File: config.mk
export PLATFORM = sky130hd
export DESIGN_NAME = intr_ctrl85
export DESIGN_NICKNAME = d
export VERILOG_FILES = /design/src/rtl/intr_ctrl85.sv
export SDC_FILE = /design/constraint.sdc
export NUM_CORES = 1
export LEC_CHECK = 0
export ABC_AREA = 1
export CORE_MARGIN = 2
export CORE_UTILIZATION = 43
export CTS_CLUSTER_SIZE = 20
export DETAILED_ROUTE_END_ITERATION = 16
export GPL_TIMING_DRIVEN = 1
export PLACE_DENSITY = 0.86
export SKIP_LAST_GASP = 1
export SYNTH_ARGS = -nofsm -noshare
export SYNTH_HDL_FRONTEND = slang
export SYNTH_SLANG_ARGS = --single-unit
File: constraint.sdc
create_clock -name CLK -period 1.3 [get_ports CLK]
set_input_delay 0.13 -clock CLK [delete_from_list [all_inputs] [get_ports CLK]]
set_output_delay 0.13 -clock CLK [all_outputs]
set_load 0.05 [all_outputs]
File: src/rtl/intr_ctrl85.sv
// ---------------------------------------------------------------------------
// intr_ctrl85 -- 8085-style interrupt controller
//
// Synchronizes the five interrupt pins and SID, keeps the TRAP and RST7.5
// edge latches, the SIM masks, the EI/DI enable and the SOD latch.
// Arbitrates by fixed priority (TRAP > 7.5 > 6.5 > 5.5 > INTR) and runs
// either a one-cycle restart vector or an INTA bus sequence.
//
// Ports
//   CLK, RST                      clock, synchronous active-high reset
//   TRAP, RST75, RST65, RST55,
//   INTR, SID                     asynchronous pins
//   sim_wr, sim_data[7:0]         SIM strobe and accumulator value
//   ie_set, ie_clr                EI / DI strobes
//   instr_done, int_ack           instruction boundary, core accepts
//   bus_done, op_call             INTA cycle complete, INTA1 byte is CALL
//   int_req                       registered request to control unit
//   vec_valid, int_vec            one-cycle restart address pulse
//   inta_req, int_src[2:0]        INTA cycle request, accepted source
//   rim_data[7:0], sod            RIM value, serial output latch
// ---------------------------------------------------------------------------
module intr_ctrl85 #(
  parameter int VEC_WIDTH = 16
) (
  input  logic                 CLK,
  input  logic                 RST,
  input  logic                 TRAP,
  input  logic                 RST75,
  input  logic                 RST65,
  input  logic                 RST55,
  input  logic                 INTR,
  input  logic                 SID,
  input  logic                 sim_wr,
  input  logic [7:0]           sim_data,
  input  logic                 ie_set,
  input  logic                 ie_clr,
  input  logic                 instr_done,
  input  logic                 int_ack,
  input  logic                 bus_done,
  input  logic                 op_call,
  output logic                 int_req,
  output logic                 vec_valid,
  output logic [VEC_WIDTH-1:0] int_vec,
  output logic                 inta_req,
  output logic [2:0]           int_src,
  output logic [7:0]           rim_data,
  output logic                 sod
);

  typedef enum logic [2:0] {S_IDLE, S_VEC, S_INTA1, S_INTA2, S_INTA3} state_e;

  // Bit positions inside the synchronizer vectors.
  localparam int P_TRAP = 0;
  localparam int P_R75  = 1;
  localparam int P_R65  = 2;
  localparam int P_R55  = 3;
  localparam int P_INTR = 4;
  localparam int P_SID  = 5;

  state_e                 state_q, state_d;
  logic [5:0]             sync1_q, sync1_d, sync2_q, sync2_d;
  logic [1:0]             prev_q, prev_d;      // delayed sync of TRAP / RST7.5
  logic                   trap_l_q, trap_l_d;
  logic                   i75_q, i75_d;
  logic                   ie_q, ie_d, ie_pend_q, ie_pend_d;
  logic [2:0]             mask_q, mask_d;      // {M7.5, M6.5, M5.5}
  logic                   sod_q, sod_d;
  logic                   int_req_q, int_req_d;
  logic                   vec_valid_q, vec_valid_d;
  logic [VEC_WIDTH-1:0]   int_vec_q, int_vec_d;
  logic [2:0]             int_src_q, int_src_d;

  logic [1:0]             rise;
  logic [4:0]             elig;
  logic                   any_elig, accept;
  logic [2:0]             sel_src;
  logic [7:0]             sel_vec;
  logic                   sim_unused;

  assign sim_unused = sim_data[5];

  // Rising edges are taken straight from the synchronizer so the request
  // can assert in the same cycle the edge is first seen; the latches only
  // remember the edge for later.
  assign rise = sync2_q[P_R75:P_TRAP] & ~prev_q;

  assign elig[0] = (trap_l_q | rise[0]) & sync2_q[P_TRAP];
  assign elig[1] = (i75_q | rise[1]) & ie_q & ~mask_q[2];
  assign elig[2] = sync2_q[P_R65] & ie_q & ~mask_q[1];
  assign elig[3] = sync2_q[P_R55] & ie_q & ~mask_q[0];
  assign elig[4] = sync2_q[P_INTR] & ie_q;
  assign any_elig = |elig;

  // Acceptance also requires a live eligible source: if the level that
  // raised int_req has already gone away the ack is dropped.
  assign accept = (state_q == S_IDLE) & int_ack & instr_done & int_req_q & any_elig;

  always_comb begin
    // NOTE: every output of a combinational block gets a default first so
    // no path leaves it unassigned and no latch is inferred.
    sel_src = 3'd4;
    sel_vec = 8'h00;
    if (elig[0]) begin
      sel_src = 3'd0; sel_vec = 8'h24;
    end else if (elig[1]) begin
      sel_src = 3'd1; sel_vec = 8'h3C;
    end else if (elig[2]) begin
      sel_src = 3'd2; sel_vec = 8'h34;
    end else if (elig[3]) begin
      sel_src = 3'd3; sel_vec = 8'h2C;
    end
  end

  always_comb begin
    sync1_d     = {SID, INTR, RST55, RST65, RST75, TRAP};
    sync2_d     = sync1_q;
    prev_d      = sync2_q[P_R75:P_TRAP];
    state_d     = state_q;
    trap_l_d    = trap_l_q;
    i75_d       = i75_q;
    ie_d        = ie_q;
    ie_pend_d   = ie_pend_q;
    mask_d      = mask_q;
    sod_d       = sod_q;
    vec_valid_d = 1'b0;
    int_vec_d   = int_vec_q;
    int_src_d   = int_src_q;
    int_req_d   = (state_q == S_IDLE) & any_elig & ~accept;

    case (state_q)
      S_IDLE: begin
        if (accept) begin
          int_src_d = sel_src;
          if (sel_src == 3'd4) begin
            state_d = S_INTA1;
          end else begin
            state_d     = S_VEC;
            vec_valid_d = 1'b1;
            int_vec_d   = VEC_WIDTH'(sel_vec);
          end
        end
      end
      S_VEC:   state_d = S_IDLE;
      S_INTA1: if (bus_done) state_d = op_call ? S_INTA2 : S_IDLE;
      S_INTA2: if (bus_done) state_d = S_INTA3;
      S_INTA3: if (bus_done) state_d = S_IDLE;
      default: state_d = S_IDLE;
    endcase

    // A fresh edge always wins over any clear in the same cycle.
    if (rise[0])                        trap_l_d = 1'b1;
    else if (accept && sel_src == 3'd0) trap_l_d = 1'b0;

    if (rise[1])                                               i75_d = 1'b1;
    else if ((accept && sel_src == 3'd1) || (sim_wr && sim_data[4])) i75_d = 1'b0;

    // EI takes effect one instruction late; DI and acceptance are immediate.
    if (ie_clr || accept) begin
      ie_d      = 1'b0;
      ie_pend_d = 1'b0;
    end else if (ie_set) begin
      ie_pend_d = 1'b1;
    end else if (instr_done && ie_pend_q) begin
      ie_d      = 1'b1;
      ie_pend_d = 1'b0;
    end

    if (sim_wr && sim_data[3]) mask_d = sim_data[2:0];
    if (sim_wr && sim_data[6]) sod_d  = sim_data[7];
  end

  always_ff @(posedge CLK) begin
    // NOTE: state registers use non-blocking assignments so every flop
    // samples pre-edge values regardless of statement order.
    if (RST) begin
      state_q     <= S_IDLE;
      sync1_q     <= '0;
      sync2_q     <= '0;
      prev_q      <= '0;
      trap_l_q    <= 1'b0;
      i75_q       <= 1'b0;
      ie_q        <= 1'b0;
      ie_pend_q   <= 1'b0;
      mask_q      <= 3'b111;
      sod_q       <= 1'b0;
      int_req_q   <= 1'b0;
      vec_valid_q <= 1'b0;
      int_vec_q   <= '0;
      int_src_q   <= 3'd0;
    end else begin
      state_q     <= state_d;
      sync1_q     <= sync1_d;
      sync2_q     <= sync2_d;
      prev_q      <= prev_d;
      trap_l_q    <= trap_l_d;
      i75_q       <= i75_d;
      ie_q        <= ie_d;
      ie_pend_q   <= ie_pend_d;
      mask_q      <= mask_d;
      sod_q       <= sod_d;
      int_req_q   <= int_req_d;
      vec_valid_q <= vec_valid_d;
      int_vec_q   <= int_vec_d;
      int_src_q   <= int_src_d;
    end
  end

  assign int_req   = int_req_q;
  assign vec_valid = vec_valid_q;
  assign int_vec   = int_vec_q;
  assign int_src   = int_src_q;
  assign sod       = sod_q;
  assign inta_req  = (state_q == S_INTA1) | (state_q == S_INTA2) | (state_q == S_INTA3);
  assign rim_data  = {sync2_q[P_SID], i75_q, sync2_q[P_R65], sync2_q[P_R55],
                      ie_q, mask_q};

endmodule

==> flow_summary.ini <==
[run_status]
status = completed

[min_path]
hold_class = in2reg
whs_endpoint = sync1_q[4]$_SDFF_PP0_
worstHoldStart = INTR
worstHoldPathCells = 3

[logic_synthesis]
synthTopCellsByArea = dfxtp_1 (45%), buf_4 (9.3%), inv_1 (8.0%)
yosysTopAreaCell = dfxtp_1
ys_types = 24
yosysWarningCount = 0
ys_seq_elements = 33
syn-mean-instance-area_um2 = 7.546
async_flop_share = 0
syn_inst = 193
synthTopCellsByCount = dfxtp_1 (33), inv_1 (31), nor2_1 (31)
ys_seq_area_frac = 0.4536
synth_most_common_cell = dfxtp_1
synth_edf_count = 0
syn_area_um2 = 1456
synth_top_flop_cell = dfxtp_1
yosysTopAreaCellShare = 0.4536

[routing]
drc_errors = 0
routed_via_density = 4.422
drtIter0Drc = 45
wire_per_inst_um = 10.46
vias = 1269
drtAntennaViolNets = 0
wirelength_mm = 3.001
dr.pass1.iters = 4

[placement]
place.gp.congestion = 0.7972
dpl_cell_area_um2 = 2047
portBuffers = 40
place_hpwl_mm = 2.199

[clocking]
clk_pin_slew_ns = 0.10
clock_path_buffers = 2
insertion_delay_ns = 0.34
cts_tree = yes
htreeDepth = 2
cts_hold_buf = 0
root_buffer = clkbuf_4
cts_made_buffers = 5
numClockSinks = 33

[final_layout]
area_growth_pct = 52.83
final_util = 0.6777
layout-drive-gt1-share = 0.3029
n_antenna_cell = 0
final_nets = 263
fin_area_um2 = 2226

[sta]
finClkSkew_ns = 0.006411
grt_setup_unrepaired = true
period_share = 0.9837
holdWs_ns = 0.2960
post-route-min-period_ns = 1.279
setup_viol = 0
clock.fmax_ghz = 0.7819
hold_viol = 0
finalMaxSlewViolations = 0

[grt]
grt_pass1_wl_mm = 5.071
grt_pass1_vias = 1245
antenna_found_initial = 0
track_usage = 0.1630
overflow = 0
grt_start_max_net_pins = 18

[worst_setup_path]
worstReg2RegStart = mask_q[0]$_SDFFE_PP1P_
reg2reg_to = state_q[0]$_SDFFE_PP0P_
cp-start-kind = register
path_class = reg2out
critical_path_arrival_ns = 1.15
r2r_setup_slack_ns = 0.03
cp_max_fo = 3
cp.required_ns = 1.17
endpoint_kind = primary output
r2r_cells = 9

[floorplan]
die_area_um2 = 3868
rows = 21
start_util = 0.4434
die_x_um = 62.20
core_um2 = 3284
ioPinCount = 54
die_y_um = 62.20

[power_and_ir_drop]
pwr-share-seq = 0.429
p_clk_frac = 0.284
peakVddDrop_v = 0.0007016
p_switching_w = 0.0008538
leakagePower_nw = 1.017
p_int_w = 0.001731
switching_share = 0.3303
power_frac_comb = 0.287
power_density_nw_per_um2 = 1161

[job]
maxCapViolations = 0
==> critical path, stage by stage, from the launching register on <==
cell	delay [ns]
dfxtp_1	0.39
inv_1	0.08
nand3_1	0.10
nand2_2	0.09
buf_12	0.16
==> routing by layer <==
metal	track usage	vias up	share of wire
met4	0.03056	0	0.012
met1	0.1566	570	0.37
met5	0	-	0
li1	-	658	-
met2	0.3193	36	0.55
met3	0.07246	5	0.066
==> area by class of cell <==
class	count	area (µm²)
Multi-Input combinational cell	116	614.3
Tap cell	46	57.56
Sequential cell	33	676.9
Clock buffer	7	76.32
Clock inverter	1	7.507
Timing Repair Buffer	50	665.6
Fill cell	274	1059
Inverter	34	127.6
==> worst max path at each step <==
stage | to | cells past startpoint | startpoint | slack [ns]
after global placement | state_q[1]$_SDFFE_PP0P_ | 8 | instr_done | -0.11
after CTS | inta_req | 4 | state_q[2]$_SDFFE_PP0P_ | 0.001
after floorplan | state_q[1]$_SDFFE_PP0P_ | 7 | int_req$_SDFF_PP0_ | 0.02
final | inta_req | 4 | state_q[1]$_SDFFE_PP0P_ | 0.02
after global routing | state_q[0]$_SDFFE_PP0P_ | 10 | mask_q[0]$_SDFFE_PP1P_ | -0.08
after detailed placement | state_q[1]$_SDFFE_PP0P_ | 8 | instr_done | -0.16
==> cells by family (layout without fill, tap and decap cells) <==
logic type	after synthesis	in the layout	share of synthesized area
and+or+nand+nor	83	83	0.2732
buffers and inverters	55	92	0.1899
DFF	33	33	0.4536
AOI/OAI and AO/OA	21	21	0.08075
other	1	12	0.002575
==> registers in the layout (all words and copies together) (netlist names) <==
name / flops
i75_q: 1
ie_pend_q: 1
ie_q: 1
int_req: 1
int_src: 3
int_vec: 3
mask_q: 3
prev_q: 2
sod: 1
state_q: 3
sync1_q: 6
sync2_q: 6
trap_l_q: 1
vec_valid: 1
==> placed cells by master, fill, tap and decap left out <==
cell,instances
a21oi_4,1
nor2_2,5
clkbuf_4,5
nand2_1,22
nand3_2,8
clkinvlp_4,1
inv_1,30
conb_1,12
dfxtp_1,26
buf_12,19
o21ai_1,2
o21ai_0,4
o31ai_1,1
dfxtp_2,4
buf_4,10
o22ai_1,1
nand3_1,9
inv_2,4
nor2_8,1
nor2_1,29
clkbuf_16,1
nand2_4,2
o211ai_1,2
o21ai_2,1
a21oi_2,2
a21oi_1,7
clkdlybuf4s50_1,21
nand2_2,5
nor3_1,1
nand4_1,1
clkbuf_8,1
dfxtp_4,3
==> stage by stage <==
stage          cells  total power (W)  setup slack, ns  setup TNS (ns)
2_1_floorplan    204         0.001592          0.01696               0
3_3_place_gp     274         0.001786          -0.1083         -0.6813
3_5_place_dp     274         0.001812          -0.1649          -1.116
4_1_cts          282         0.002551         0.001218               0
5_1_grt          287         0.002694         -0.08010         -0.3574
6_report         287         0.002585          0.02114               0
==> repair_timing <==
action	in CTS	in global routing
pin swaps	0	8
setup endpoints to repair	1	10
setup buffers	0	5
gates resized for setup	3	15
==> power groups by stage <==
stage / Combinational, W / Sequential, W / Clock [W]
after CTS: 0.000697 / 0.00111 / 0.000745
after floorplan: 0.000442 / 0.00115 / 0
after detailed placement: 0.000681 / 0.00113 / 0
after global placement: 0.000657 / 0.00113 / 0
final: 0.000742 / 0.00111 / 0.000735
after global routing: 0.000796 / 0.00111 / 0.000785
(Power assumes the default switching activity.)
